`src/rtl/seek_controller.sv`:
```
// seek_controller: converts absolute seek / recalibrate commands into
// step-controller control-byte writes and tracks the believed head position.
// RESET is shared with the step controller at the system level, so both
// blocks return to idle together.
module seek_controller #(
    parameter int MAX_TRACK    = 83,
    parameter int RECAL_PASSES = 2
) (
    input  logic        CLK,
    input  logic        RESET,
    input  logic        CMD_SEEK,
    input  logic        CMD_RECAL,
    input  logic [7:0]  TARGET_TRACK,
    input  logic [15:0] SETTLE_CNT,
    output logic        BUSY,
    output logic        DONE,
    output logic        ERROR,
    output logic [7:0]  CUR_TRACK,
    output logic        TRACK_VALID,
    output logic [7:0]  SC_CTLBYTE,
    output logic        SC_WRITE,
    input  logic        SC_IS_STEPPING,
    input  logic        SC_TRACK0_HIT
);
    typedef enum logic [2:0] {
        S_IDLE, S_PLAN, S_ISSUE, S_ARM, S_WAIT, S_CHECK, S_SETTLE, S_FINISH
    } state_t;

    localparam logic [7:0] MAX_T  = 8'(MAX_TRACK);
    localparam logic [7:0] PASSES = 8'(RECAL_PASSES);

    // A single burst can cover at most 128 steps (7-bit field plus one).
    function automatic logic [7:0] burst_len(input logic [7:0] rem);
        return (rem > 8'd128) ? 8'd128 : rem;
    endfunction

    state_t      state_q, state_d;
    logic        recal_q, recal_d;     // currently running recalibrate bursts
    logic        seek_q, seek_d;       // command is a seek (seek follows an implicit recal)
    logic        moved_q, moved_d;     // head already moved during this command
    logic [7:0]  pass_q, pass_d;       // recalibrate bursts already issued minus one
    logic [7:0]  target_q, target_d;
    logic [15:0] settle_q, settle_d;
    logic [15:0] cnt_q, cnt_d;
    logic [7:0]  rem_q, rem_d;         // steps still to go for the seek
    logic        dir_q, dir_d;         // 1 = outward
    logic [7:0]  n_q, n_d;             // steps in the burst in flight
    logic [7:0]  cur_q, cur_d;
    logic        valid_q, valid_d;
    logic        error_q, error_d;
    logic [7:0]  ctl_q, ctl_d;
    logic        write_q, write_d;

    logic        dir_c;
    logic [7:0]  diff_c, plan_n_c, rem_left_c, next_n_c, step_cur_c;
    logic [6:0]  plan_field_c, next_field_c;

    assign dir_c        = target_q < cur_q;
    assign diff_c       = dir_c ? (cur_q - target_q) : (target_q - cur_q);
    assign plan_n_c     = burst_len(diff_c);
    assign plan_field_c = 7'(plan_n_c - 8'd1);
    assign rem_left_c   = rem_q - n_q;
    assign next_n_c     = burst_len(rem_left_c);
    assign next_field_c = 7'(next_n_c - 8'd1);
    assign step_cur_c   = dir_q ? (cur_q - n_q) : (cur_q + n_q);

    // Next-state and datapath updates for the command sequencer.
    always_comb begin
        state_d  = state_q;
        recal_d  = recal_q;
        seek_d   = seek_q;
        moved_d  = moved_q;
        pass_d   = pass_q;
        target_d = target_q;
        settle_d = settle_q;
        cnt_d    = cnt_q;
        rem_d    = rem_q;
        dir_d    = dir_q;
        n_d      = n_q;
        cur_d    = cur_q;
        valid_d  = valid_q;
        error_d  = error_q;
        ctl_d    = ctl_q;
        case (state_q)
            S_IDLE: begin
                if (CMD_RECAL || CMD_SEEK) begin
                    error_d  = 1'b0;
                    target_d = TARGET_TRACK;
                    settle_d = SETTLE_CNT;
                    recal_d  = CMD_RECAL;
                    seek_d   = !CMD_RECAL;
                    moved_d  = 1'b0;
                    state_d  = S_PLAN;
                end
            end
            S_PLAN: begin
                if (recal_q) begin
                    ctl_d   = 8'hFF;
                    pass_d  = 8'd0;
                    state_d = S_ISSUE;
                end else if (target_q > MAX_T) begin
                    error_d = 1'b1;
                    state_d = S_FINISH;
                end else if (!valid_q) begin
                    recal_d = 1'b1;
                    ctl_d   = 8'hFF;
                    pass_d  = 8'd0;
                    state_d = S_ISSUE;
                end else if (diff_c == 8'd0) begin
                    // Only settle if the implicit recalibrate moved the head.
                    if (moved_q) begin
                        cnt_d   = settle_q;
                        state_d = S_SETTLE;
                    end else begin
                        state_d = S_FINISH;
                    end
                end else begin
                    rem_d   = diff_c;
                    dir_d   = dir_c;
                    n_d     = plan_n_c;
                    ctl_d   = {dir_c, plan_field_c};
                    state_d = S_ISSUE;
                end
            end
            S_ISSUE: state_d = S_ARM;
            S_ARM:   state_d = S_WAIT;
            S_WAIT: begin
                if (!SC_IS_STEPPING) state_d = S_CHECK;
            end
            S_CHECK: begin
                if (recal_q) begin
                    if (SC_TRACK0_HIT) begin
                        cur_d   = 8'd0;
                        valid_d = 1'b1;
                        recal_d = 1'b0;
                        if (seek_q) begin
                            moved_d = 1'b1;
                            state_d = S_PLAN;
                        end else begin
                            cnt_d   = settle_q;
                            state_d = S_SETTLE;
                        end
                    end else if ((pass_q + 8'd1) < PASSES) begin
                        pass_d  = pass_q + 8'd1;
                        state_d = S_ISSUE;
                    end else begin
                        valid_d = 1'b0;
                        error_d = 1'b1;
                        state_d = S_FINISH;
                    end
                end else if (dir_q && SC_TRACK0_HIT) begin
                    // Reached the stop early (or exactly): abandon the rest.
                    cur_d   = 8'd0;
                    error_d = (target_q != 8'd0);
                    cnt_d   = settle_q;
                    state_d = S_SETTLE;
                end else begin
                    cur_d = step_cur_c;
                    rem_d = rem_left_c;
                    if (rem_left_c == 8'd0) begin
                        cnt_d   = settle_q;
                        state_d = S_SETTLE;
                    end else begin
                        n_d     = next_n_c;
                        ctl_d   = {dir_q, next_field_c};
                        state_d = S_ISSUE;
                    end
                end
            end
            S_SETTLE: begin
                if (cnt_q <= 16'd1) state_d = S_FINISH;
                else                cnt_d   = cnt_q - 16'd1;
            end
            S_FINISH: state_d = S_IDLE;
            default:  state_d = S_IDLE;
        endcase
    end

    assign write_d = (state_d == S_ISSUE);

    // State and datapath registers.
    always_ff @(posedge CLK or posedge RESET) begin
        if (RESET) begin
            state_q  <= S_IDLE;
            recal_q  <= 1'b0;
            seek_q   <= 1'b0;
            moved_q  <= 1'b0;
            pass_q   <= 8'd0;
            target_q <= 8'd0;
            settle_q <= 16'd0;
            cnt_q    <= 16'd0;
            rem_q    <= 8'd0;
            dir_q    <= 1'b0;
            n_q      <= 8'd0;
            cur_q    <= 8'd0;
            valid_q  <= 1'b0;
            error_q  <= 1'b0;
            ctl_q    <= 8'h80;
            write_q  <= 1'b0;
        end else begin
            state_q  <= state_d;
            recal_q  <= recal_d;
            seek_q   <= seek_d;
            moved_q  <= moved_d;
            pass_q   <= pass_d;
            target_q <= target_d;
            settle_q <= settle_d;
            cnt_q    <= cnt_d;
            rem_q    <= rem_d;
            dir_q    <= dir_d;
            n_q      <= n_d;
            cur_q    <= cur_d;
            valid_q  <= valid_d;
            error_q  <= error_d;
            ctl_q    <= ctl_d;
            write_q  <= write_d;
        end
    end

    assign BUSY        = (state_q != S_IDLE);
    assign DONE        = (state_q == S_FINISH);
    assign ERROR       = error_q;
    assign CUR_TRACK   = cur_q;
    assign TRACK_VALID = valid_q;
    assign SC_CTLBYTE  = ctl_q;
    assign SC_WRITE    = write_q;
endmodule

```
`config.mk`:
```
export PLATFORM = sky130hd
export DESIGN_NAME = seek_controller
export DESIGN_NICKNAME = d
export VERILOG_FILES = /design/src/rtl/seek_controller.sv
export SDC_FILE = /design/constraint.sdc
export NUM_CORES = 1
export LEC_CHECK = 0
export BUFFER_PORTS_ARGS = -buffer_cell sky130_fd_sc_hd__buf_2
export CORE_MARGIN = 4
export CORE_UTILIZATION = 35
export DETAILED_ROUTE_END_ITERATION = 10
export GPL_TIMING_DRIVEN = 0
export PLACE_DENSITY = 0.51
export SLEW_MARGIN = 5
export SYNTH_ARGS = -nofsm -noshare
export SYNTH_HDL_FRONTEND = slang
export SYNTH_SLANG_ARGS = --single-unit
```
`constraint.sdc`:
```
create_clock -name CLK -period 4.7 [get_ports CLK]
set_input_delay 0.47 -clock CLK [delete_from_list [all_inputs] [get_ports CLK]]
set_output_delay 0.47 -clock CLK [all_outputs]
set_load 0.01 [all_outputs]
```
==> results_dict.tcl, run 1 <==
set metrics [dict create \
    coreArea_um2 17400 \
    ys_seq_area_share_pct 36.2 \
    holdCritPathClass "input port to async pin" \
    required_ps 4930 \
    wl_um 17100 \
    fmax_mhz 237 \
    cts_resized 0 \
    htree_levels 3 \
    synth_warnings 0 \
    worstReg2RegEnd "SC_CTLBYTE[6]" \
    async_flop_share_pct 100 \
    track_usage_pct 17.6 \
    rsz0062_at_grt "no" \
    synth_area_per_cell_um2 9.02 \
    crit_chain "inv_1, ha_1, a21o_1, a21o_1, a221oi_1, mux2i_1, nand2_1, nand2_1, ha_1, inv_1, nand2_1, o221ai_1, nor4_1, a21oi_1, mux2_4" \
    antenna_left 0 \
    yosys.cell_types.count 68 \
    drtIter0Drc 306 \
    max-cap-violations 0 \
    worstMarginPinSlew_ps 1190 \
    ys_ff_latch 90 \
    rows 48 \
    dp_hpwl_um 13200 \
    grt_pass1_vias 5388 \
    synth_edf_count 0 \
    status "finished clean" \
    crit_top_cell "nand2_1" \
    insertion_delay_ps 360 \
    cp_max_fo 8 \
    period_minus_slack_ps 4230 \
    rr_startpoint "CUR_TRACK[4]" \
    synth_fp_nets 761 \
    setup_tns_ps 0 \
    syn_area_um2 6220 \
    setup-violations-final 0 \
    fin_skew_ps 12.4 \
    drc 0 \
    finalCritPeriodShare_pct 89.9 \
    maxSlewViolCount 0 \
    area_growth_pct 13.4 \
    path_delay_family "compound AO/OA/AOI/OAI gates" \
    synth_ff_type "dfrtp_1" \
    worst-path-buf-inv 2 \
    max_stage_delay_ps 600 \
    cts_num_sinks 90 \
    rrSetupSlack_ps 470 \
    antenna_found_initial 0 \
    die-area_um2 20000 \
    netlist_instances 690 \
    yosys.area.top_type "dfrtp_1" \
    relSlewSlack_pct 20.0 \
    hold_violations 0 \
    arrival_ps 4460 \
    clockRootBuffer "clkbuf_16" \
    post-cts-setup-buffers 0 \
    cts_tree "done" \
    worst-setup-path-type "flip-flop to flip-flop" \
    globalplace.congestion 0.895 \
    grt_max_degree 47 \
    worst_setup_path_end_kind "flip-flop" \
    yosys-top-cells-area "dfrtp_1 (36%), ha_1 (7.4%), mux2_2 (4.3%), a21oi_1 (3.9%), nand2_1 (3.9%)" \
    cts_buffers 9 \
    drive_gt1_share_pct 15.3 \
    port_buffers 50 \
    critPathLaunchType "flip-flop" \
    wl_per_cell_um 17.4 \
    die_h_um 141 \
    slowest_stage "mux2i_1" \
    synth_top_cell_area_share_pct 35.8 \
    cts_hold_buf 0 \
    clk_pin_slew_ps 70 \
    vias 5394 \
    grt_pass1_wl_um 28200 \
    diodes 0 \
    die_x_um 141 \
    routed_via_density 5.49 \
    drt-pass1-iter-count 5 \
    nets 823 \
    r2r_cells 15 \
    io_pins 51 \
    globalRouteOverflowTotal 0 \
    start_util_pct 35.9 \
    cts_buffer_depth 2 \
    startpoint "CUR_TRACK[4]" \
]
-- area by class of cell --
class / count / area [um^2]
plain buffers: 22 / 98.8
clock buffers: 12 / 246
clock inverters: 4 / 27.5
fillers: 1753 / 10300
inverters: 51 / 194
multi-input cells: 527 / 3680
flip-flops and latches: 90 / 2250
well taps: 225 / 282
repair buffers: 51 / 278
-- layout by cell type (no fill, tap or decap), drive strengths merged, types with 3 or more instances in the layout --
| cell type | instances |
|---|---|
| o221a | 7 |
| nand2 | 64 |
| buf | 60 |
| nor3 | 19 |
| nand3 | 16 |
| nor4 | 9 |
| clkbuf | 25 |
| inv | 52 |
| nor2 | 55 |
| or4 | 3 |
| a21o | 10 |
| xnor2 | 21 |
| a31oi | 10 |
| fa | 4 |
| nand2b | 3 |
| xor2 | 7 |
| mux2i | 11 |
| nand4 | 3 |
| a21boi | 4 |
| dfrtp | 89 |
| a2bb2oi | 4 |
| nor3b | 3 |
| o31ai | 5 |
| o31a | 3 |
| o21a | 10 |
| nand3b | 5 |
| mux2 | 36 |
| o22ai | 10 |
| a211oi | 4 |
| clkinv | 3 |
| ha | 37 |
| o21ai | 49 |
| a21oi | 50 |
| a22oi | 4 |
| or3 | 4 |
| nor2b | 14 |
| or2 | 4 |
| o221ai | 5 |
| and2 | 4 |
| and3 | 7 |
-- cell usage after synthesis, types with 13 or more instances --
cell      count
a21oi_1      48
nor3_1       19
mux2_2       24
clkbuf_1     13
xnor2_1      21
nand2_1      64
inv_1        51
nor2b_1      14
nand3_1      16
ha_1         37
o21ai_0      44
nor2_1       55
dfrtp_1      89
-- per-stage QoR --
stage          hold slack (ps)  util [%]  cell area [um^2]  setup WS, ps  cells
2_1_floorplan              456         -              6220          1180    690
3_3_place_gp               479      38.9              6760           528    965
3_5_place_dp               475      39.1              6790           548    966
4_1_cts                    217      40.7              7060           517    982
5_1_grt                    256      40.7              7060           212    982
6_report                   206      40.7              7060           474    982
-- state kept, by name, summed over array words and instances (netlist names) --
register	flops
cnt_q	16
settle_q	16
CUR_TRACK	8
SC_CTLBYTE	8
n_q	8
pass_q	8
rem_q	8
target_q	8
state_q	3
ERROR	1
SC_WRITE	1
TRACK_VALID	1
dir_q	1
moved_q	1
recal_q	1
seek_q	1
-- how the worst max path moves through the flow --
stage,endpoint,slack [ps],cells past startpoint
final,SC_CTLBYTE[6],470,15
after global routing,SC_CTLBYTE[1],210,12
after CTS,SC_CTLBYTE[4],520,12
after detailed placement,SC_CTLBYTE[6],550,15
after global placement,SC_CTLBYTE[6],530,15
after floorplan,SC_CTLBYTE[3],1180,11
-- per-layer routing --
| metal | share of wire [%] | GRT usage, % |
|---|---|---|
| met3 | 2.9 | 2.43 |
| met4 | 2.2 | 6.68 |
| met1 | 47 | 23.3 |
| met2 | 48 | 29.2 |
| met5 | 0 | 0 |
-- cell families after synthesis --
kind of cell / share of synthesized area (%)
flip-flops: 36.2
XOR/XNOR: 3.94
adder cells (fa/ha/maj): 8.72
AO/OA/AOI/OAI: 21.3
multiplexers: 8.64
buffers and inverters: 4.66
AND/OR/NAND/NOR: 16.6
Power of run 1 is left out: the tool's default activity adds up to more than one toggle a clock period on the data nets, which glitch-free logic cannot reach.
==> inputs of run 2 (changes only) <==
--- a/config.mk
+++ b/config.mk
@@ -11,6 +11,7 @@
 export DETAILED_ROUTE_END_ITERATION = 10
 export GPL_TIMING_DRIVEN = 0
 export PLACE_DENSITY = 0.51
+export REMOVE_ABC_BUFFERS = 1
 export SLEW_MARGIN = 5
 export SYNTH_ARGS = -nofsm -noshare
 export SYNTH_HDL_FRONTEND = slang
==> results_dict.tcl, run 2 (synthesis results as in run 1) <==
set metrics [dict create \
    status "finished clean" \
    reg.largest.list "cnt_q: 16 flops, settle_q: 16 flops" \
    antenna_found_initial 0 \
    cts_buffer_depth 2 \
    coreArea_um2 17400 \
    fillers 1739 \
    setup-violations-final 0 \
    critPathLaunchType "flip-flop" \
    top_usage_layer "met2" \
    globalRouteOverflowTotal 0 \
    grt_use_met3_pct 3.57 \
    hold_violations 0 \
    rr_startpoint "target_q[0]" \
    drtIter0Drc 336 \
    fin_skew_ps 6.08 \
    relSlewSlack_pct 25.2 \
    holdCritPathClass "input port to async pin" \
    period_minus_slack_ps 4380 \
    grt_pass1_vias 5248 \
    rows 48 \
    post-cts-setup-buffers 0 \
    worstReg2RegEnd "cnt_q[3]" \
    io_pins 51 \
    routed_via_density 5.49 \
    cts_hold_buf 0 \
    grt_pass1_wl_um 26900 \
    worstMarginPinSlew_ps 1110 \
    die-area_um2 20000 \
    port_buffers 50 \
    nets 802 \
    grt_max_degree 54 \
    fmax_mhz 228 \
    finalCritPeriodShare_pct 93.1 \
    worst-setup-path-type "flip-flop to flip-flop" \
    max-cap-violations 0 \
    layout_common_cells "dfrtp_1 (89), nand2_1 (64), nor2_1 (53)" \
    die_h_um 141 \
    die_x_um 141 \
    diodes 0 \
    rrSetupSlack_ps 320 \
    regArea_um2 2250 \
    clockRootBuffer "clkbuf_16" \
    globalplace.congestion 0.865 \
    worst_setup_path_end_kind "flip-flop" \
    drc 0 \
    cts_tree "done" \
    drt-pass1-iter-count 5 \
    wl_per_cell_um 17.2 \
    dp_hpwl_um 12400 \
    required_ps 4950 \
    insertion_delay_ps 360 \
    drive_gt1_share_pct 15.6 \
    clk_pin_slew_ps 70 \
    antenna_left 0 \
    r2r_cells 12 \
    setup_tns_ps 0 \
    arrival_ps 4620 \
    maxSlewViolCount 0 \
    use_met2_pct 27.2 \
    area_growth_pct 12.8 \
    vias 5273 \
    start_util_pct 35.9 \
    cp_max_fo 10 \
    cts_buffers 9 \
    multi_input_area_um2 3720 \
    cts_num_sinks 90 \
    final_common_cell "dfrtp_1" \
    wl_um 16500 \
    track_usage_pct 16.8 \
    htree_levels 3 \
    rsz0062_at_grt "no" \
    met1_usage_pct 22.6 \
]
run 2: cell types whose count changed in the layout (fill, tap and decap cells not counted), sizes merged:
cell / previous run / this run
clkinv: 3 / 2
clkinvlp: 0 / 1
a211oi: 4 / 5
buf: 60 / 51
clkbuf: 25 / 10
inv: 52 / 54
run 2: final cells by class:
| cell class | instances | area share, % |
|---|---|---|
| Sequential cell | 90 | 32.1 |
| Clock buffer | 10 | 3.40 |
| Clock inverter | 6 | 0.837 |
| Inverter | 51 | 2.76 |
| Timing Repair Buffer | 51 | 3.96 |
| Tap cell | 225 | 4.01 |
| Multi-Input combinational cell | 528 | 52.9 |
run 2: per-layer routing:
metal / share of wire, % / wire length, um
met1: 47 / 7780
met3: 4.8 / 787
met5: 0 / 0
met2: 46 / 7670
met4: 1.6 / 261
run 2: worst max path at each step:
stage / slack [ps] / start / cells after the start / endpoint
finish: 320 / target_q[0] / 12 / cnt_q[3]
global route: 20 / target_q[0] / 12 / cnt_q[3]
CTS: 90 / target_q[0] / 12 / cnt_q[3]
detailed placement: -340 / target_q[0] / 12 / cnt_q[3]
global placement: -270 / target_q[0] / 12 / cnt_q[4]
floorplan: 730 / CUR_TRACK[0] / 11 / cnt_q[15]
run 2: critical path, cell delays in order, from the launching register on:
cell and delay (ps):
dfrtp_1 430, inv_1 90, ha_1 190, fa_1 410
nand3b_1 230, a21o_1 230, nand2_1 250, mux2i_1 320
a211oi_2 490, nand4_1 320, a211oi_4 570, nand2_1 330
o221a_1 380
run 2: through the flow:
stage	instances	hold slack, ps	area [um^2]	worst slack, ps	utilization (%)
detailed placement	944	467	6700	-340	38.6
CTS	960	182	7010	93.1	40.4
finish	961	168	7020	324	40.5
floorplan	668	456	6130	730	-
global route	961	197	7020	21.0	40.5
global placement	943	457	6660	-271	38.4
run 2: timing repair:
action,CTS,global route
pin swaps,0,1
gates resized for setup,2,0
setup endpoints to repair,8,8
cloned,0,1
Power of run 2 is left out for the same reason.
